## config.mk

```make
export PLATFORM = sky130hd
export DESIGN_NAME = mac_phase_sequencer
export DESIGN_NICKNAME = d
export VERILOG_FILES = /design/src/rtl/mac_phase_sequencer.sv
export SDC_FILE = /design/constraint.sdc
export NUM_CORES = 1
export LEC_CHECK = 0
export CELL_PAD_IN_SITES_DETAIL_PLACEMENT = 0
export CELL_PAD_IN_SITES_GLOBAL_PLACEMENT = 2
export CORE_AREA = 3 3 85 87
export DETAILED_ROUTE_END_ITERATION = 10
export DIE_AREA = 0 0 88 90
export PLACE_DENSITY = 0.76
export SYNTH_ARGS = -nofsm -noshare
export SYNTH_HDL_FRONTEND = slang
export SYNTH_SLANG_ARGS = --single-unit
```

## constraint.sdc

```tcl
create_clock -name clk -period 2.6 [get_ports clk]
set_clock_uncertainty 0.2 [all_clocks]
set_input_delay 0.39 -clock clk [delete_from_list [all_inputs] [get_ports clk]]
set_output_delay 0.39 -clock clk [all_outputs]
set_load 0.02 [all_outputs]
```

## src/rtl/mac_phase_sequencer.sv

```systemverilog
// Initiator for the LOAD -> COMPUTE -> DRAIN counter handshake of the systolic MAC datapath.
// Runs num_tiles tiles through the three phase counters, with a per-phase watchdog and sticky error.
module mac_phase_sequencer #(
  parameter int TILE_W      = 8,
  parameter int TIMEOUT_W   = 10,
  parameter int TIMEOUT_CYC = 1000
) (
  input  logic              clk,
  input  logic              rst_n,
  input  logic              start,
  input  logic [TILE_W-1:0] num_tiles,
  input  logic              abort,
  output logic              ready,
  output logic              busy,
  output logic              done,
  output logic              err,
  output logic [1:0]        phase,
  output logic [TILE_W-1:0] tile_idx,
  output logic              load_en,
  output logic              comp_en,
  output logic              drain_en,
  input  logic              load_done,
  input  logic              comp_done,
  input  logic              drain_done
);

  typedef enum logic [2:0] {
    S_IDLE,
    S_LOAD,
    S_COMP,
    S_DRAIN,
    S_DONE,
    S_ERROR
  } state_e;

  localparam logic [TIMEOUT_W-1:0] WDOG_LAST = TIMEOUT_W'(TIMEOUT_CYC - 1);

  state_e               state_q, state_d;
  logic [TILE_W-1:0]    tile_q, tile_d;
  logic [TILE_W-1:0]    count_q, count_d;
  logic [TIMEOUT_W-1:0] wdog_q, wdog_d;
  logic                 err_q, err_d;

  logic              phase_done;
  logic              stray;
  logic [TILE_W:0]   tile_next;
  logic              last_tile;

  // A done pulse only counts for the phase that is currently enabled; any other is stray.
  assign phase_done = (state_q == S_LOAD  && load_done) ||
                      (state_q == S_COMP  && comp_done) ||
                      (state_q == S_DRAIN && drain_done);
  assign stray      = (load_done  && state_q != S_LOAD) ||
                      (comp_done  && state_q != S_COMP) ||
                      (drain_done && state_q != S_DRAIN);

  // Extra bit keeps the last-tile compare exact at count = 2**TILE_W-1.
  assign tile_next  = {1'b0, tile_q} + (TILE_W + 1)'(1);
  assign last_tile  = (tile_next == {1'b0, count_q});

  always_comb begin
    // NOTE: every variable gets its hold value first so no path through the case leaves it unassigned (no latches).
    state_d = state_q;
    tile_d  = tile_q;
    count_d = count_q;
    wdog_d  = wdog_q;
    err_d   = err_q;

    if (abort) begin
      state_d = S_IDLE;
      wdog_d  = '0;
    end else begin
      unique case (state_q)
        S_IDLE: begin
          if (start) begin
            count_d = num_tiles;
            tile_d  = '0;
            wdog_d  = '0;
            err_d   = 1'b0;
            state_d = (num_tiles == '0) ? S_DONE : S_LOAD;
          end
        end
        S_LOAD, S_COMP, S_DRAIN: begin
          if (phase_done) begin
            wdog_d = '0;
            unique case (state_q)
              S_LOAD:  state_d = S_COMP;
              S_COMP:  state_d = S_DRAIN;
              default: begin
                if (last_tile) begin
                  state_d = S_DONE;
                end else begin
                  tile_d  = tile_next[TILE_W-1:0];
                  state_d = S_LOAD;
                end
              end
            endcase
          end else if (wdog_q == WDOG_LAST) begin
            wdog_d  = '0;
            err_d   = 1'b1;
            state_d = S_ERROR;
          end else begin
            wdog_d = wdog_q + TIMEOUT_W'(1);
          end
        end
        S_DONE:  state_d = S_IDLE;
        S_ERROR: state_d = S_ERROR;
        default: state_d = S_IDLE;
      endcase
    end

    // Sticky even over the clear of an accepted start in the same cycle.
    if (stray) err_d = 1'b1;
  end

  // NOTE: state registers use non-blocking assignments so every flop samples pre-edge values.
  always_ff @(posedge clk or negedge rst_n) begin
    if (!rst_n) begin
      state_q <= S_IDLE;
      tile_q  <= '0;
      count_q <= '0;
      wdog_q  <= '0;
      err_q   <= 1'b0;
    end else begin
      state_q <= state_d;
      tile_q  <= tile_d;
      count_q <= count_d;
      wdog_q  <= wdog_d;
      err_q   <= err_d;
    end
  end

  // Enables drop in the cycle their done arrives, so a counter never takes an extra step.
  assign load_en  = (state_q == S_LOAD)  && !load_done  && !abort;
  assign comp_en  = (state_q == S_COMP)  && !comp_done  && !abort;
  assign drain_en = (state_q == S_DRAIN) && !drain_done && !abort;

  assign ready    = (state_q == S_IDLE);
  assign busy     = (state_q == S_LOAD) || (state_q == S_COMP) ||
                    (state_q == S_DRAIN) || (state_q == S_DONE);
  assign done     = (state_q == S_DONE) && !abort;
  assign err      = err_q;
  assign tile_idx = tile_q;

  always_comb begin
    phase = 2'd0;
    unique case (state_q)
      S_LOAD:  phase = 2'd1;
      S_COMP:  phase = 2'd2;
      S_DRAIN: phase = 2'd3;
      default: phase = 2'd0;
    endcase
  end

endmodule

```

==> run_results.csv <==
group,metric,value,unit
run_status,status,"finished, final reports clean",
synth,synth_nets,226,
routing,vias,1764,
global_route,grt_pass1_wl,8630,µm
min_path,hp-class,"primary input to async pin",
synth,synth.distinct_cells,45,
floorplan,die_width,88,µm
layout,fillers,654,
sta,period_minus_slack,2.46,ns
cts,cts_max_level,2,
placement,hpwlAfterDp,3900,µm
power_and_ir_drop,seq_power_share,34.7,%
synth,synth-edff-count,0,
power_and_ir_drop,p_per_area,698,mW/mm²
routing,drc,0,
layout,layout-drive-gt1-share,21.1,%
power_and_ir_drop,comb_power_share,43.8,%
synth,synth_seq_cells,30,
floorplan,core,0.00642,mm²
setup_path,crit_path_start_kind,"flop",
floorplan,die_h,90,µm
power_and_ir_drop,power,1830,µW
synth,syn_area,0.00190,mm²
synth,netlist.area_leader.share,39.6,%
power_and_ir_drop,ir_drop,0.000193,V
setup_path,arrival,2.48,ns
synth,avgSynthCellArea,9.08,µm²
synth,ys.flop_type,"dfrtp_1",
layout,multi_input_area,0.00112,mm²
global_route,globalRoute.totalOverflow,0,
layout,n_antenna_cell,0,
setup_path,r2r-start,"tile_idx[0]",
routing,via_per_inst,5.08,
layout,final_cell_mix,"31 x clkdlybuf4s50_1, 30 x buf_4, 29 x dfrtp_1",
layout,final_common_cell,"clkdlybuf4s50_1",
cts,holdBufCountCts,0,
synth,async_flop_share,100,%
flow_run,maxCapViolations,0,
setup_path,required,2.62,ns
power_and_ir_drop,switching_share,36.3,%
sta,slew_viol_final,0,
floorplan,pin_count,32,
synth,seq_area_frac_synth,39.6,%
cts,cts_tree,"built",
synth,syn_inst,209,
sta,fmax,406,MHz
floorplan,fp.dieArea,0.00792,mm²
sta,whs,0.294,ns
cts,clk_pin_slew,0.07,ns
power_and_ir_drop,leakagePower,0.00106,µW
setup_path,worstPathMaxFanout,8,
layout,num-nets-final,286,
setup_path,path_class,"flop to flop",
routing,drt-pass1-iter-count,4,
placement,placed_area,0.00248,mm²
sta,rsz0062_at_grt,"no",
synth,synth.top_cells.by_area,"dfrtp_1 40%, xnor2_1 6.0%, mux2_2 5.9%",
global_route,grt_usage,13.8,%
sta,tns,0,ns
placement,io_buffer_count,31,
global_route,grt_max_degree,31,
floorplan,rows,29,
synth,yosys_warnings,0,
sta,worstMarginPinSlew,0.412,ns
placement,gp_congestion,0.791,
global_route,antenna_found_initial,0,
routing,first_iter_violations,45,
sta,finalSetupViolCount,0,
cts,clock-sinks,30,
setup_path,crit_path_start,"tile_idx[0]",
setup_path,cp-end-kind,"flop",
synth,synth_top_area_cell,"dfrtp_1",
cts,clockBufferDepth,2,
cts,insertion_delay,0.28,ns
layout,register_area,752,µm²
layout,stdcell_area,0.00262,mm²
floorplan,initial_utilization,29.5,%
routing,post_drt_wl_per_cell,14.7,µm
global_route,grt_pass1_vias,1831,
layout,area_growth,38.1,%
power_and_ir_drop,internal_power,1160,µW
cts,cts_root_buffer,"clkbuf_8",
sta,fin_crit_sh,94.7,%
cts,cts_buffers,5,
sta,hold_violations,0,
power_and_ir_drop,switching_power,663,µW
routing,drt_wl_total,5090,µm
routing,ant_nets,0,
power_and_ir_drop,clockPowerShare,21.5,%
sta,max_slew_margin,72.3,%
## cell type report
| class | count | area share, % |
|---|---|---|
| multi-input cells | 165 | 42.8 |
| flip-flops and latches | 30 | 28.7 |
| repair buffers | 61 | 20.4 |
| well taps | 77 | 3.68 |
| clock buffers | 7 | 3.30 |
| inverters | 6 | 0.860 |
| clock inverters | 1 | 0.191 |
## power groups by stage
| stage | clock, µW | combinational (µW) | sequential (µW) |
|---|---|---|---|
| after floorplan | 0 | 392 | 683 |
| after CTS | 409 | 777 | 632 |
| after global placement | 0 | 773 | 639 |
| after global routing | 429 | 875 | 650 |
| final | 392 | 800 | 635 |
| after detailed placement | 0 | 774 | 641 |
## worst paths after layout
| check | end | cells after the start | slack, ns |
|---|---|---|---|
| worst max-delay path | tile_idx[5] | 10 | 0.14 |
| worst min-delay path | tile_idx[3] | 2 | 0.29 |
| worst max register to register | tile_idx[5] | 10 | 0.14 |
| worst min register to register | err | 2 | 0.32 |
| max in group asynchronous | tile_idx[0] | 2 | 1.59 |
| min in group clk | err | 2 | 0.32 |
## cells by family after synthesis
logic type      after synthesis  synth area share, %
simple gates                 92                 25.2
compound gates               40                 14.8
flops                        30                 39.6
xor+xnor                     18                 8.31
buf+inv                      14                 3.30
mux                          13                 7.52
fa+ha+maj                     2                 1.32
## through the flow
stage               std cells  worst slack, ns  util [%]
finish                    347            0.137      40.8
global route              347        0.0000737      40.8
CTS                       346           0.0724      40.1
detailed placement        338           0.0858      38.7
global placement          338            0.156      38.7
floorplan                 209           0.0136         -
## layer usage
layer / share of wire [%] / global-route usage (%) / wire [µm]
met1: 48 / 18.4 / 2430
met2: 47 / 21.5 / 2390
met3: 3.5 / 3.20 / 177
met4: 1.6 / 5.24 / 82
met5: 0 / 0 / 0
## sequential cells by signal (all words and copies together) (netlist names)
register and flops:
count_q 8, err 1, state_q 3, tile_idx 8
wdog_q 10
## synthesized netlist by cell type, types with 2 or more instances
| cell | n |
|---|---|
| and4_1 | 2 |
| nor2b_1 | 3 |
| nor4_1 | 5 |
| a211oi_1 | 2 |
| nand2b_1 | 2 |
| nor3_1 | 9 |
| o211ai_1 | 3 |
| a21o_1 | 3 |
| nand2_1 | 14 |
| xor2_1 | 5 |
| inv_1 | 6 |
| or4_1 | 5 |
| and3_1 | 4 |
| mux2_2 | 10 |
| clkbuf_1 | 5 |
| xnor2_1 | 13 |
| dfrtp_1 | 30 |
| mux2i_1 | 3 |
| buf_2 | 2 |
| ha_1 | 2 |
| nor2_1 | 21 |
| o21a_1 | 3 |
| a22o_1 | 4 |
| nand4_1 | 2 |
| o21ai_0 | 10 |
| nand3_1 | 16 |
| or3_1 | 2 |
| nand3b_1 | 2 |
| a31oi_1 | 2 |
| a21oi_1 | 4 |
## what timing repair did
item / in CTS / in global routing
endpoints found under the hold margin: 0 / 0
resized for setup: 0 / 7
endpoints found under the setup margin: 0 / 10
buffers inserted: 0 / 1
## critical path, cell delays in order (launching register included)
cell and delay (ns):
dfrtp_2 0.36, ha_2 0.22, nand3_2 0.10, buf_4 0.15, nand2_1 0.09, a211oi_2 0.09
o311ai_4 0.35, nor2_4 0.09, buf_4 0.17, or4_1 0.48, nand3_1 0.10
(Power assumes the default switching activity.)
